--- src/rtl/logic_op_pkg.sv ---
// logic_op_pkg: shared types, legal parameter ranges and the operation
// function for logic_op_unit.
package logic_op_pkg;

    // Operation codes; all eight values are defined.
    typedef enum logic [2:0] {
        OP_AND  = 3'd0,
        OP_OR   = 3'd1,
        OP_XOR  = 3'd2,
        OP_NAND = 3'd3,
        OP_NOR  = 3'd4,
        OP_XNOR = 3'd5,
        OP_PASS = 3'd6,
        OP_NOT  = 3'd7
    } op_e;

    localparam int WIDTH_MIN  = 1;
    localparam int WIDTH_MAX  = 64;
    localparam int NUM_IN_MIN = 2;
    localparam int NUM_IN_MAX = 8;

    // Combine the first num_in operands (each WIDTH_MAX wide, zero-padded)
    // under op. The inverted ops complement the full NUM_IN-wide reduction,
    // so XNOR is per-bit even parity rather than a pairwise chain.
    function automatic logic [WIDTH_MAX-1:0] op_compute(
        input op_e                              op,
        input logic [NUM_IN_MAX*WIDTH_MAX-1:0]  ops,
        input int                               num_in
    );
        logic [WIDTH_MAX-1:0] r_and;
        logic [WIDTH_MAX-1:0] r_or;
        logic [WIDTH_MAX-1:0] r_xor;
        logic [WIDTH_MAX-1:0] r;
        r_and = ops[0 +: WIDTH_MAX];
        r_or  = ops[0 +: WIDTH_MAX];
        r_xor = ops[0 +: WIDTH_MAX];
        for (int k = 1; k < NUM_IN_MAX; k++) begin
            if (k < num_in) begin
                r_and = r_and & ops[k*WIDTH_MAX +: WIDTH_MAX];
                r_or  = r_or  | ops[k*WIDTH_MAX +: WIDTH_MAX];
                r_xor = r_xor ^ ops[k*WIDTH_MAX +: WIDTH_MAX];
            end
        end
        case (op)
            OP_AND:  r = r_and;
            OP_OR:   r = r_or;
            OP_XOR:  r = r_xor;
            OP_NAND: r = ~r_and;
            OP_NOR:  r = ~r_or;
            OP_XNOR: r = ~r_xor;
            OP_PASS: r = ops[0 +: WIDTH_MAX];
            default: r = ~ops[0 +: WIDTH_MAX];
        endcase
        return r;
    endfunction

endpackage

--- src/rtl/logic_op_unit_if.sv ---
// logic_op_unit_if: operand/result stream bundle for logic_op_unit.
// Optional reduction outputs exist only with LOGIC_OP_UNIT_REDUCE_EN.
//
// Handshake: a transfer happens on a rising edge where valid && ready are
// both high. The producer holds valid/payload until accepted; ready never
// depends combinationally on valid, and the unit's ready/valid come from
// registered FIFO occupancy only.
interface logic_op_unit_if #(
    parameter int WIDTH  = 8,
    parameter int NUM_IN = 2,
    parameter int CNT_W  = 16
);
    logic                    in_valid;
    logic                    in_ready;
    logic [2:0]              in_op;
    logic [NUM_IN*WIDTH-1:0] in_data;
    logic                    out_valid;
    logic                    out_ready;
    logic [WIDTH-1:0]        out_data;
    logic [CNT_W-1:0]        res_count;
`ifdef LOGIC_OP_UNIT_REDUCE_EN
    logic                    out_red_and;
    logic                    out_red_or;
    logic                    out_red_xor;
`endif

    // Producer/consumer side (drives operands, accepts results)
    modport master (
        output in_valid, in_op, in_data, out_ready,
        input  in_ready, out_valid, out_data, res_count
`ifdef LOGIC_OP_UNIT_REDUCE_EN
        , input out_red_and, out_red_or, out_red_xor
`endif
    );

    // The logic unit itself
    modport slave (
        input  in_valid, in_op, in_data, out_ready,
        output in_ready, out_valid, out_data, res_count
`ifdef LOGIC_OP_UNIT_REDUCE_EN
        , output out_red_and, out_red_or, out_red_xor
`endif
    );

endinterface

--- src/rtl/logic_op_fifo2.sv ---
// logic_op_fifo2: 2-entry in-order buffer. Entry e0 is always the head, so
// the read data comes straight from a register. Ready/valid are decoded
// from the registered occupancy count only.
module logic_op_fifo2 #(
    parameter int PW = 8
) (
    input  logic          clk,
    input  logic          rst,
    input  logic          wr_valid,
    output logic          wr_ready,
    input  logic [PW-1:0] wr_data,
    output logic          rd_valid,
    input  logic          rd_ready,
    output logic [PW-1:0] rd_data
);
    logic [1:0]    count;
    logic [PW-1:0] e0;
    logic [PW-1:0] e1;
    logic          push;
    logic          pop;

    assign wr_ready = (count != 2'd2);
    assign rd_valid = (count != 2'd0);
    assign rd_data  = e0;
    assign push     = wr_valid && wr_ready;
    assign pop      = rd_valid && rd_ready;

    // Occupancy and storage update; push+pop at count 1 replaces the head.
    always_ff @(posedge clk or posedge rst) begin
        if (rst) begin
            count <= 2'd0;
            e0    <= '0;
            e1    <= '0;
        end else begin
            case (count)
                2'd0: begin
                    if (push) begin
                        e0    <= wr_data;
                        count <= 2'd1;
                    end
                end
                2'd1: begin
                    if (push && pop) begin
                        e0 <= wr_data;
                    end else if (push) begin
                        e1    <= wr_data;
                        count <= 2'd2;
                    end else if (pop) begin
                        count <= 2'd0;
                    end
                end
                default: begin
                    // Full: no push is possible, a pop promotes e1.
                    if (pop) begin
                        e0    <= e1;
                        count <= 2'd1;
                    end
                end
            endcase
        end
    end

endmodule

--- src/rtl/logic_op_unit.sv ---
// logic_op_unit: registered NUM_IN-operand bitwise logic unit with a
// 2-entry output buffer and a saturating delivered-result counter.
// Optional feature macro: LOGIC_OP_UNIT_REDUCE_EN (per-entry AND/OR/XOR
// reductions of the result word).
module logic_op_unit
    import logic_op_pkg::*;
#(
    parameter int WIDTH  = 8,
    parameter int NUM_IN = 2,
    parameter int CNT_W  = 16
) (
    input  logic            clk,
    input  logic            rst,
    logic_op_unit_if.slave  bus
);
`ifdef LOGIC_OP_UNIT_REDUCE_EN
    localparam int PW = WIDTH + 3;
`else
    localparam int PW = WIDTH;
`endif

    if (WIDTH < WIDTH_MIN || WIDTH > WIDTH_MAX) begin : g_bad_width
        $error("logic_op_unit: WIDTH out of range");
    end
    if (NUM_IN < NUM_IN_MIN || NUM_IN > NUM_IN_MAX) begin : g_bad_num_in
        $error("logic_op_unit: NUM_IN out of range");
    end

    logic [NUM_IN_MAX*WIDTH_MAX-1:0] ops_pad;
    logic [WIDTH-1:0]                result;
    logic [PW-1:0]                   wr_payload;
    logic [PW-1:0]                   rd_payload;
    logic                            out_valid_i;

    // Spread the packed operands into the function's fixed-size slots.
    always_comb begin
        ops_pad = '0;
        for (int k = 0; k < NUM_IN; k++) begin
            ops_pad[k*WIDTH_MAX +: WIDTH] = bus.in_data[k*WIDTH +: WIDTH];
        end
    end

    assign result = WIDTH'(op_compute(op_e'(bus.in_op), ops_pad, NUM_IN));

`ifdef LOGIC_OP_UNIT_REDUCE_EN
    assign wr_payload      = {^result, |result, &result, result};
    assign bus.out_red_and = rd_payload[WIDTH];
    assign bus.out_red_or  = rd_payload[WIDTH+1];
    assign bus.out_red_xor = rd_payload[WIDTH+2];
`else
    assign wr_payload = result;
`endif

    logic_op_fifo2 #(.PW(PW)) u_fifo (
        .clk      (clk),
        .rst      (rst),
        .wr_valid (bus.in_valid),
        .wr_ready (bus.in_ready),
        .wr_data  (wr_payload),
        .rd_valid (out_valid_i),
        .rd_ready (bus.out_ready),
        .rd_data  (rd_payload)
    );

    assign bus.out_valid = out_valid_i;
    assign bus.out_data  = rd_payload[WIDTH-1:0];

    // Count delivered results, holding at the all-ones maximum.
    always_ff @(posedge clk or posedge rst) begin
        if (rst) begin
            bus.res_count <= '0;
        end else if (out_valid_i && bus.out_ready && (bus.res_count != {CNT_W{1'b1}})) begin
            bus.res_count <= bus.res_count + 1'b1;
        end
    end

endmodule

--- src/flat_wrapper.sv ---
// flat-port wrapper written by rule: the top's interface ports become plain ports
module logic_op_unit_flat import logic_op_pkg::*;
#(
    parameter int WIDTH  = 8,
    parameter int NUM_IN = 2,
    parameter int CNT_W  = 16
)
  (clk, rst, bus_in_valid, bus_in_op, bus_in_data, bus_out_ready, bus_in_ready, bus_out_valid, bus_out_data, bus_res_count);
  logic_op_unit_if #(.WIDTH(WIDTH), .NUM_IN(NUM_IN), .CNT_W(CNT_W)) bus_i ();
  input  logic clk;
  input  logic rst;
  input wire logic [$bits(bus_i.in_valid)-1:0] bus_in_valid;
  input wire logic [$bits(bus_i.in_op)-1:0] bus_in_op;
  input wire logic [$bits(bus_i.in_data)-1:0] bus_in_data;
  input wire logic [$bits(bus_i.out_ready)-1:0] bus_out_ready;
  output wire logic [$bits(bus_i.in_ready)-1:0] bus_in_ready;
  output wire logic [$bits(bus_i.out_valid)-1:0] bus_out_valid;
  output wire logic [$bits(bus_i.out_data)-1:0] bus_out_data;
  output wire logic [$bits(bus_i.res_count)-1:0] bus_res_count;
  assign bus_i.in_valid = bus_in_valid;
  assign bus_i.in_op = bus_in_op;
  assign bus_i.in_data = bus_in_data;
  assign bus_i.out_ready = bus_out_ready;
  assign bus_in_ready = bus_i.in_ready;
  assign bus_out_valid = bus_i.out_valid;
  assign bus_out_data = bus_i.out_data;
  assign bus_res_count = bus_i.res_count;
  logic_op_unit #(.WIDTH(WIDTH), .NUM_IN(NUM_IN), .CNT_W(CNT_W)) u_core (.clk(clk), .rst(rst), .bus(bus_i));
endmodule
--- config.mk ---
export PLATFORM = sky130hd
export DESIGN_NAME = logic_op_unit_flat
export DESIGN_NICKNAME = d
export VERILOG_FILES = /design/src/rtl/logic_op_pkg.sv /design/src/rtl/logic_op_unit_if.sv /design/src/rtl/logic_op_fifo2.sv /design/src/rtl/logic_op_unit.sv /design/src/flat_wrapper.sv
export SDC_FILE = /design/constraint.sdc
export NUM_CORES = 1
export LEC_CHECK = 0
export CAP_MARGIN = 20
export CORE_ASPECT_RATIO = 1.4
export CORE_MARGIN = 2
export CORE_UTILIZATION = 52
export DETAILED_ROUTE_END_ITERATION = 8
export PLACE_DENSITY = 0.81
export SYNTH_ARGS = -nofsm -noshare
export SYNTH_HDL_FRONTEND = slang
export SYNTH_SLANG_ARGS = --single-unit
--- constraint.sdc ---
create_clock -name clk -period 1.7 [get_ports clk]
set_input_delay 0.51 -clock clk [delete_from_list [all_inputs] [get_ports clk]]
set_output_delay 0.51 -clock clk [all_outputs]
set_load 0.1 [all_outputs]
* Yosys cells after proc, flatten, opt, wreduce, memory -nomap -nowiden
Cells that the tools add are included.
Word-level totals: memories kept 0, memory bits (read-only) 0, input bits 23, word-level logic and storage cells 48, bits in latches 0, bits in writable memories 0, register bits 34, output and inout bits 26
Operators by class: eq/ne operators 13, add/subtract/negate cells 1, muxes and demuxes 11, divide/modulo/power cells 0, bitwise operators 8, multiply operators 0, magnitude comparators 0, reductions and logical operators 11, shift operators 0
Operator list (count):
- $pmux W8 S7 | 1
- $not A8 Y8 | 4
- $mux W8 | 3
- $add A16 B1 Y16 const B | 1
- $ne A16 B16 Y1 const B | 1
- $pmux W8 S2 | 1
- $mux W2 | 5
- $eq A3 B3 Y1 const B | 3
- $and A8 B8 Y8 | 1
- $ne A2 B2 Y1 const B | 4
- $or A8 B8 Y8 | 1
- $xor A8 B8 Y8 | 1
- $eq A3 B2 Y1 const B | 2
- $reduce_and A3 Y1 | 2
- $logic_and A1 B1 Y1 | 4
- $pmux W2 S2 | 1
- $reduce_and A4 Y1 | 1
- $eq A3 B1 Y1 const B | 1
- $logic_not A3 Y1 | 1
- $ne A3 B3 Y1 const B | 1
- $reduce_bool A3 Y1 | 1
- $eq A2 B1 Y1 const B | 1
- $logic_not A2 Y1 | 1
- $reduce_bool A2 Y1 | 1
- $not A1 Y1 | 1

* Longest topological paths before layout
Gate-level depths: netlist (run 1).
word-level depth 6, depth in mapped cells 8, mapped depth without buffers 7

* Modules after synthesis
Synthesis (run 1) repeated with hierarchy kept, for this count alone.
Second synthesis, totals: cells, all modules 248, area total of the unflattened synthesis 2536.2 µm²
Modules (own cells, without submodules):
- logic_op_unit | instances 1, sequential area each 400.4 µm², cells each 192, area each 1702.9 µm²
- logic_op_fifo2 | instances 1, sequential area each 450.4 µm², cells each 56, area each 833.3 µm²

* Worst setup path after synthesis (run 1)
Ideal clock, no wire load.
path type reg-to-reg, start register u_core.bus.res_count[4], end register u_core.bus.res_count[14], path buffers 0, slack -0.688 ns, setup time 0.128 ns, clock period less this slack 2.388 ns, data required time 1.572 ns, cell stages (with the launch flop) 6, data arrival time 2.259 ns, cell sequence dfrtp_1 nand4_2 or3_4 nor2_2 nand4_1 mux2_1
Between the ends: longest elaborated chain between the ends 2, elaborated cells between the ends (all ways) 3, those cells by class add/sub (1); eq/ne (1); reduce/logical (1)
RTL lines:
- from (decl) | RTL line logic_op_unit_if.sv:39 | output in_ready, out_valid, out_data, res_count
- from (signal assigned) | RTL line logic_op_unit.sv:73 | bus.res_count <= bus.res_count + 1'b1;
- branches (longest 2 deep; another with $add A16 B1 Y16)
Parallel ways; which one is timed is not known. A chain may end at the register's enable or synchronous reset.

* Final worst setup path (run 1)
start input bus_in_data[0], end register u_core.u_fifo.e1[0]
Between the ends: longest elaborated chain between the ends 3, elaborated cells between the ends (all ways) 8, those cells by class mux (1); bitwise (7)
RTL lines:
- from (decl) | RTL line flat_wrapper.sv:14 | input wire logic [$bits(bus_i.in_data)-1:0] bus_in_data;
- $xor A8 B8 Y8, or another cell as far along | RTL line logic_op_pkg.sv:41 | r_xor = r_xor ^ ops[k*WIDTH_MAX +: WIDTH_MAX];
- $not A8 Y8, on equally long branches | RTL line logic_op_pkg.sv:50, logic_op_pkg.sv:48, logic_op_pkg.sv:49
- $pmux W8 S7 * | RTL line logic_op_pkg.sv:44 | case (op)
- to (signal assigned) | RTL line logic_op_fifo2.sv:46 | e1 <= wr_data;
- to (decl) | RTL line logic_op_fifo2.sv:18 | logic [PW-1:0] e1;
Mark *: on every way between the ends. The rest lies on a longest branch, timed or not.

==> qor.txt, run 1 <==
max_slew headroom: 0.690
Final Hold Fails: 0
clk_lat worst skew: 0.29 ns
fin nets: 388
CTS Buf Count: 5
Total GRT Usage: 0.269
Die Span Y: 84.3 um
hold depth: 1
Final setup viols: 5
Slew @ Worst Pin: 0.458 ns
Core Box Area: 4500 um^2
min cycle time layout: 1.73 ns
switching share of power: 0.467
CTS tree: built
Critical R2R Launch: u_core.bus.res_count[14]
Reg-to-Reg End: u_core.bus.res_count[6]
Sink Count: 34
Total Power: 4.70 mW
Detail Placement HPWL: 4570 um
post-route ant nets: 0
CP arrival: 1.91 ns
via count: 2324
Yosys cell types: 42
CP endpoint kind: flop
register area share after synthesis: 0.355
First-pass DRT Iterations: 4
initial antenna violation count: 0
vias in the first global route: 2397
post-synthesis instance total: 257
reg-to-reg setup timing slack: 0.04 ns
cell internal pwr: 2.51 mW
fin area: 3970 um^2
synth warn: 0
post-synth top area cell: dfrtp_1
run status: finished with violations
largest net degree at the start of global routing: 35
DR WL/cell: 17.1 um
H-tree depth: 2
failing checks: setup timing
DIE AREA: 5170 um^2
Routability Congestion: 0.887
RSZ-0062 raised after global routing: yes
largest cells by area after synthesis: dfrtp_1 36%, ha_1 8.9%, mux2i_1 5.9%
Worst Hold Endpoint: u_core.u_fifo.e1[1]
Port Buffers: 48
Fin Clk Skew: 0.00519 ns
Root Buffer: clkbuf_8
share of the synthesized area in the top cell type: 0.355
Leak: 1.79 nW
P_sw: 2.20 mW
first-pass GRT wire length: 10600 um
vias per inst: 5.65
ys flop type: dfrtp_1
sequential power share: 0.288
placed cell area: 3690 um^2
clk buf depth: 2
antenna cells: 0
Synth Register Bits: 34
fillers: 218
hold crit path type: flop to flop
grt ovf: 0
row cnt: 29
post-synth design cell area: 2390 um^2
cells on worst reg2reg path: 5
final wirelength: 7040 um
layout cells sized above 1: 0.473
crit path max fanout: 2
IO Count: 49
WHS: 0.538 ns
area grow syn2layout: 65.6%
max-slew violation count: 0
Worst Slack Setup Final: -0.0335 ns
Remaining DRCs: 0
Synth Net Count: 297
critical path startpoint category: input pin
Setup CP Type: input pin to flop
Post-synth EDFFs: 0
CP required: 1.87 ns
beginning of the worst hold path: u_core.u_fifo.e1[1]
Worst IR Drop VDD: 637 uV
clock transition at the registers of the reported paths: 0.06 ns
Max Cap Viol: 0
Power Dens Cells: 1190 nW/um^2
clock share of power: 0.131
Die W: 61.4 um
initial core utilization: 0.532
Iteration-0 DRC Markers: 115
Peak Freq: 577 MHz
Comb pwr share: 0.581
FFs w/ async S/R, synth: 1.00
Avg Cell Area, Syn: 9.32 um^2
period utilization: 1.02
synth_stat cells (2+ instances only):
cell type	n
o21ai_0	4
mux2i_1	14
nor2b_1	2
nor2_1	21
mux2_1	5
buf_4	2
nand3_1	7
ha_1	17
and4_1	2
buf_2	5
nand2b_1	4
o31ai_1	2
o22a_1	2
o21ai_1	8
dfrtp_1	34
and3_1	6
inv_1	26
xnor2_1	9
clkbuf_1	4
mux2_2	8
xor2_1	8
o211ai_1	5
nand4_1	3
mux4_2	4
nor3_1	6
nand2_1	14
a21oi_1	20
state kept, by name, summed over array words and instances (netlist names):
name / count
u_core.bus.res_count: 16
u_core.u_fifo.e1: 8
u_core.u_fifo.rd_data: 8
u_core.u_fifo.count: 2
what timing repair did:
item / 4_1_cts / 5_1_grt
cloned: 0 / 0
setup buffers: 2 / 5
endpoints found under the setup margin: 25 / 18
pin swaps: 19 / 12
hold buffers: 0 / 0
gates resized for setup: 83 / 24
endpoints found under the hold margin: 0 / 0
routing by layer:
| layer | vias up | global-route usage | wire, um |
|---|---|---|---|
| met2 | 82 | 0.504 | 4150 |
| met1 | 1144 | 0.279 | 2410 |
| met3 | 24 | 0.0478 | 247 |
| li1 | 1074 | - | - |
| met5 | - | 0 | 0 |
| met4 | 0 | 0.103 | 233 |
metrics by stage:
step,std cells,worst slack [ns],util,setup TNS [ns]
6_report,411,-0.0335,0.882,-0.111
5_1_grt,411,-0.0698,0.882,-0.503
4_1_cts,407,-0.0194,0.865,-0.0282
3_5_place_dp,397,-0.843,0.820,-14.02
3_3_place_gp,397,-0.796,0.820,-12.91
2_1_floorplan,257,-0.174,-,-1.03
area by class of cell:
| type | count | area [um^2] | share of cell area |
|---|---|---|---|
| Timing Repair Buffer | 96 | 1140 | 0.287 |
| Tap cell | 62 | 77.6 | 0.0196 |
| Multi-Input combinational cell | 184 | 1610 | 0.406 |
| Inverter | 27 | 141 | 0.0356 |
| Sequential cell | 34 | 908 | 0.229 |
| Clock inverter | 1 | 5.00 | 0.00126 |
| Clock buffer | 7 | 86.3 | 0.0218 |
cells by family after synthesis:
logic type	Yosys count	share of synthesized area
AOI/OAI and AO/OA	48	0.120
adders and majority gates	17	0.0888
and+or+nand+nor	71	0.150
DFF	34	0.355
buffers and inverters	39	0.0669
muxes	31	0.157
xor gates and xnor gates	17	0.0622
power groups by stage:
stage                     sequential, mW  clock, mW  combinational (mW)
after CTS                           1.34      0.619                2.66
final                               1.35      0.618                2.73
after detailed placement            1.34          0                2.61
after global placement              1.32          0                2.53
after floorplan                     2.25          0               0.627
after global routing                1.38      0.660                2.85
critical path: stages:
cell and delay (ns):
buf_8 0.09, inv_8 0.03, ha_4 0.24, inv_2 0.03
mux2_4 0.25, mux4_2 0.48, mux2_4 0.27
placed cells by master (no fill, tap or decap), drive strengths merged, types with 2 or more instances in the layout:
cell type,n
o21ai,12
xnor2,9
nor3,6
mux2i,14
dfrtp,34
or3,2
o31ai,2
mux4,4
and4,2
clkbuf,9
dlygate4sd2,8
and3,6
ha,17
a21oi,20
buf,83
o211ai,5
nand3,7
mux2,13
o22a,2
clkdlybuf4s50,2
nand4,4
nor2b,2
nand2b,4
inv,27
nand2,14
nor2,22
xor2,8
worst max path at each step:
stage                               start                        to  slack [ns]  cells after the start
after floorplan            bus_in_data[5]       u_core.u_fifo.e1[5]       -0.17                      6
after global placement     bus_in_data[0]       u_core.u_fifo.e1[0]       -0.80                      7
final                      bus_in_data[0]       u_core.u_fifo.e1[0]       -0.03                      7
after detailed placement   bus_in_data[0]       u_core.u_fifo.e1[0]       -0.84                      7
after global routing      bus_in_data[12]  u_core.u_fifo.rd_data[4]       -0.07                      7
after CTS                  bus_in_data[0]       u_core.u_fifo.e1[0]       -0.02                      7
No activity file was read; power rests on OpenSTA's default activity.
==> run 2: changes to the inputs <==
--- a/config.mk
+++ b/config.mk
@@ -11,6 +11,7 @@
 export CORE_UTILIZATION = 52
 export DETAILED_ROUTE_END_ITERATION = 8
 export PLACE_DENSITY = 0.81
+export SLEW_MARGIN = 20
 export SYNTH_ARGS = -nofsm -noshare
 export SYNTH_HDL_FRONTEND = slang
 export SYNTH_SLANG_ARGS = --single-unit
==> constraint.sdc (replaced) <==
create_clock -name clk -period 1.9 [get_ports clk]
set_input_delay 0.57 -clock clk [delete_from_list [all_inputs] [get_ports clk]]
set_output_delay 0.57 -clock clk [all_outputs]
set_load 0.1 [all_outputs]
==> run 2 against run 1 <==
Against the previous run: the run now ends clean; global-route usage decreased by 3.7 points; setup slack improved by 0.081 ns; count of clock-buffer cells in the layout unchanged; die area unchanged; combinational power decreased by 19%; clock skew decreased by 0.0011 ns; non-clock buffer count decreased by 18; largest cell class unchanged; largest power group unchanged; highest routed layer unchanged.
==> qor.txt, run 2 (synthesis gave the netlist of run 1 again) <==
DR WL met2: 3180 um
DR WL/cell: 14.5 um
grt ovf: 0
vias per inst: 5.40
via count: 2122
Post-CTS Hold Fix Bufs: 0
Setup CP Type: input pin to flop
Fin Setup TNS: 0 ns
CP Cell Sequence: buf_2 > inv_1 > ha_4 > inv_1 > mux2_4 > mux4_2 > mux2_4
Worst Hold Endpoint: u_core.u_fifo.e1[4]
Die W: 61.4 um
CP required: 2.07 ns
sequential power share: 0.305
post-route ant nets: 0
highest metal used: met4
Max Cap Viol: 0
Remaining DRCs: 0
cells on worst reg2reg path: 5
initial antenna violation count: 0
commonest cells after routing, fill and taps aside: 27 x buf_12, 26 x buf_4, 20 x inv_1
area grow syn2layout: 52.5%
Worst Setup SP: bus_in_data[8]
Fin Clk Skew: 0.00406 ns
beginning of the worst hold path: u_core.u_fifo.e1[4]
Port Buffers: 48
fin nets: 370
max FFs per register: 16
clk_lat worst skew: 0.29 ns
initial core utilization: 0.532
final wirelength: 5690 um
Leak: 1.69 nW
switching share of power: 0.466
Power Dens Cells: 1080 nW/um^2
row cnt: 29
Final Hold Fails: 0
antenna cells: 0
max-slew violation count: 0
Slew @ Worst Pin: 0.423 ns
Core Box Area: 4500 um^2
sequential standard cell area: 883 um^2
met3 WL: 200 um
Root Buffer: clkbuf_8
Post-Place Setup Slack: -0.698 ns
hold crit path type: flop to flop
metal1 wirelength: 2160 um
clock share of power: 0.139
Worst Slack Setup Final: 0.0474 ns
max_slew headroom: 0.718
min cycle time layout: 1.85 ns
clock transition at the registers of the reported paths: 0.07 ns
commonest non-fill, non-tap cell in the layout: buf_12
max incr delay on CP: 0.48 ns
hold depth: 1
WHS: 0.513 ns
Final setup viols: 0
crit path max fanout: 2
Largest Register: u_core.bus.res_count
Iteration-0 DRC Markers: 108
layout cells sized above 1: 0.387
slowest CP cell: mux4_2
First-pass DRT Iterations: 4
WP buf/inv: 3
Reg-to-Reg End: u_core.bus.res_count[14]
H-tree depth: 2
Detail Placement HPWL: 4160 um
run status: finished clean
Sink Count: 34
DIE AREA: 5170 um^2
CTS Buf Count: 5
multi-input gate area in the final layout: 1530 um^2
clk buf depth: 2
Worst IR Drop VDD: 620 uV
vias in the first global route: 2147
Routability Congestion: 0.964
critical path startpoint category: input pin
Worst path depth: 7
IO Count: 49
reg-to-reg setup timing slack: 0.16 ns
largest net degree at the start of global routing: 35
period utilization: 0.975
Comb pwr share: 0.556
first-pass GRT wire length: 9280 um
CP endpoint kind: flop
family with the most delay on the worst path: multiplexers
Critical R2R Launch: u_core.bus.res_count[4]
CP arrival: 2.02 ns
fillers: 298
Die Span Y: 84.3 um
Peak Freq: 540 MHz
cell internal pwr: 2.11 mW
P_sw: 1.84 mW
CTS tree: built
Total GRT Usage: 0.232
==> run 2: cell count changes in the layout (fill, tap and decap cells not counted), moves of 3 or more <==
cell / before / now
buf_4: 41 / 26
buf_8: 5 / 1
clkdlybuf4s50_1: 2 / 5
dfrtp_2: 4 / 11
dfrtp_4: 14 / 5
inv_1: 12 / 20
==> run 2: how the worst max path moves through the flow <==
stage                                           to
after global routing      u_core.u_fifo.rd_data[5]
final                          u_core.u_fifo.e1[0]
after CTS                 u_core.bus.res_count[10]
after global placement         u_core.u_fifo.e1[0]
after detailed placement       u_core.u_fifo.e1[5]
after floorplan                u_core.u_fifo.e1[5]
==> run 2: per-stage QoR <==
stage / util / instances / cell area (um^2) / power [mW]
after global routing: 0.811 / 393 / 3650 / 4.13
final: 0.811 / 393 / 3650 / 3.95
after floorplan: - / 257 / 2430 / 2.49
after CTS: 0.791 / 391 / 3560 / 3.93
after detailed placement: 0.757 / 382 / 3400 / 3.35
after global placement: 0.757 / 382 / 3400 / 3.29
==> run 2: final cells by class <==
cell class                 instances  share of cell area
clock buffer                       7              0.0236
multi-input combinational        184               0.419
tap                               62              0.0212
timing repair buffer              78               0.265
sequential                        34               0.242
inverter                          27              0.0278
clock inverter                     1             0.00137
==> run 2: routing by layer <==
layer  GRT usage  vias up
met4      0.0812        0
li1            -     1038
met5           0        -
met2       0.423       61
met1       0.260     1009
met3      0.0354       14
==> run 2: worst reg2reg max path, cell delays in order, from the launching register on <==
cell and delay (ns):
dfrtp_4 0.46, nand4_2 0.13, or3_4 0.40, nor2_2 0.17, nand4_1 0.13, mux2_1 0.32
==> run 2: power groups by stage <==
stage | Sequential (mW) | Combinational [mW] | Clock, mW
final | 1.21 | 2.20 | 0.550
after global placement | 1.20 | 2.10 | 0
after CTS | 1.20 | 2.18 | 0.553
after global routing | 1.23 | 2.31 | 0.584
after floorplan | 1.98 | 0.510 | 0
after detailed placement | 1.21 | 2.14 | 0
==> run 2: repair_timing <==
item / 4_1_cts / 5_1_grt
resized for setup: 48 / 20
setup endpoints to repair: 12 / 19
setup buffers: 1 / 2
pin swaps: 14 / 6
==> run 3: changes to the inputs <==
--- a/config.mk
+++ b/config.mk
@@ -9,6 +9,7 @@
 export CORE_ASPECT_RATIO = 1.4
 export CORE_MARGIN = 2
 export CORE_UTILIZATION = 52
+export CTS_BUF_LIST = sky130_fd_sc_hd__clkbuf_16
 export DETAILED_ROUTE_END_ITERATION = 8
 export PLACE_DENSITY = 0.81
 export SLEW_MARGIN = 20
==> run 3 against run 2 <==
Against the previous run: first-iteration DRC count up 36%; clock skew down 0.00065 ns; maximum frequency down 0.81%; sequential power about the same; critical path depth unchanged; highest routed layer unchanged; combinational power about the same; largest power group unchanged; critical endpoint unchanged; sequential share of layout area down 0.27 points.
==> qor.txt, run 3 (synthesis gave the netlist of run 1 again) <==
max_slew headroom: 0.712
Port Buffers: 48
CP endpoint kind: flop
grt ovf: 0
Remaining DRCs: 0
H-tree depth: 2
Sink Count: 34
initial antenna violation count: 0
DIE AREA: 5170 um^2
Routability Congestion: 0.964
IO Count: 49
DR WL/cell: 15.3 um
Core Box Area: 4500 um^2
Worst IR Drop VDD: 525 uV
Peak Freq: 535 MHz
Final Hold Fails: 0
CP Cell Sequence: buf_2 > inv_2 > ha_4 > inv_1 > mux2_4 > mux4_2 > mux2_4
Iteration-0 DRC Markers: 147
vias in the first global route: 2165
run status: finished clean
First-pass DRT Iterations: 4
vias per inst: 5.58
antenna cells: 0
Total Power: 4.19 mW
max-slew violation count: 0
Final setup viols: 0
Setup CP Type: input pin to flop
initial core utilization: 0.532
Fin Clk Skew: 0.00340 ns
WHS: 0.513 ns
crit path max fanout: 2
Fin Setup TNS: 0 ns
commonest cells after routing, fill and taps aside: 27 x buf_12, 26 x buf_4, 19 x a21oi_1
via count: 2198
layout cells sized above 1: 0.395
Core Util, Final: 0.821
hold crit path type: flop to flop
Detail Placement HPWL: 4160 um
post-route ant nets: 0
CP arrival: 2.02 ns
final wirelength: 6040 um
Slew @ Worst Pin: 0.432 ns
CTS tree: built
first-pass GRT wire length: 9530 um
Leak: 1.71 nW
Die Span Y: 84.3 um
clk_lat worst skew: 0.28 ns
critical path startpoint category: input pin
CTS Buf Count: 5
CP dominant cell by count: mux2_4
RSZ-0062 raised after global routing: yes
Cells after DPL: 382
clock transition at the registers of the reported paths: 0.05 ns
max incr delay on CP: 0.48 ns
Root Buffer: clkbuf_16
Max Cap Viol: 0
largest net degree at the start of global routing: 35
Total GRT Usage: 0.243
Power Dens Cells: 1130 nW/um^2
max FFs per register: 16
Largest Register: u_core.bus.res_count
CP required: 2.06 ns
fin nets: 371
clk buf depth: 2
area grow syn2layout: 54.2%
row cnt: 29
Die W: 61.4 um
period utilization: 0.983
min cycle time layout: 1.87 ns
fin cells: 394
slowest CP cell: mux4_2
commonest non-fill, non-tap cell in the layout: buf_12
==> run 3: changes by cell type in the layout (fill, tap and decap cells not counted), moves of 2 or more <==
cell       before  now
clkbuf_8        6    0
inv_1          20   18
clkbuf_16       0    5
inv_2           7   10
==> run 3: final timing paths <==
kind,start,end,slack (ns),cells past startpoint
hold reg to reg,u_core.u_fifo.e1[4],u_core.u_fifo.e1[4],0.51,1
setup / recovery,bus_in_data[8],u_core.u_fifo.e1[0],0.03,7
hold / removal,u_core.u_fifo.e1[4],u_core.u_fifo.e1[4],0.51,1
setup reg to reg,u_core.bus.res_count[4],u_core.bus.res_count[14],0.14,5
min in group asynchronous,rst,u_core.bus.res_count[8],0.70,3
max in group asynchronous,rst,u_core.bus.res_count[5],0.86,3
==> run 3: metal layers <==
metal / share of wire / routed length [um] / up-vias / track usage
met4: 0.041 / 248 / 0 / 0.124
li1: - / - / 1043 / -
met5: 0 / 0 / - / 0
met3: 0.044 / 267 / 27 / 0.0447
met2: 0.54 / 3280 / 91 / 0.436
met1: 0.37 / 2240 / 1037 / 0.256
==> run 3: area by class of cell <==
type | instances | area, um^2
repair buffers | 79 | 968
clock buffers | 5 | 125
fillers | 269 | 807
multi-input cells | 184 | 1520
flip-flops and latches | 34 | 883
clock inverters | 3 | 12.5
inverters | 27 | 101
well taps | 62 | 77.6
==> run 3: worst max-delay path: cells and delay by family <==
family / cells / cell delay [ns]
fa+ha+maj: 1 / 0.25
mux: 3 / 1.01
buf+inv: 3 / 0.18
==> run 3: through the flow <==
| step | worst slack (ns) | cell area [um^2] |
|---|---|---|
| floorplan | -0.102 | 2430 |
| global placement | -0.618 | 3400 |
| detailed placement | -0.698 | 3400 |
| CTS | 0.00668 | 3600 |
| global route | -0.0141 | 3690 |
| finish | 0.0322 | 3690 |
==> run 3: power by group <==
part | total (mW) | switching, mW | internal [mW]
logic | 2.22 | 1.35 | 0.866
clock network | 0.751 | 0.278 | 0.473
registers | 1.22 | 0.259 | 0.956
total | 4.19 | 1.89 | 2.29
==> run 3: timing repair <==
action                     4_1_cts  5_1_grt
setup buffers                    1        2
setup endpoints to repair       13       21
gates cloned                     0        1
pin swaps                       13        5
hold buffers                     0        0
resized for setup               48       27
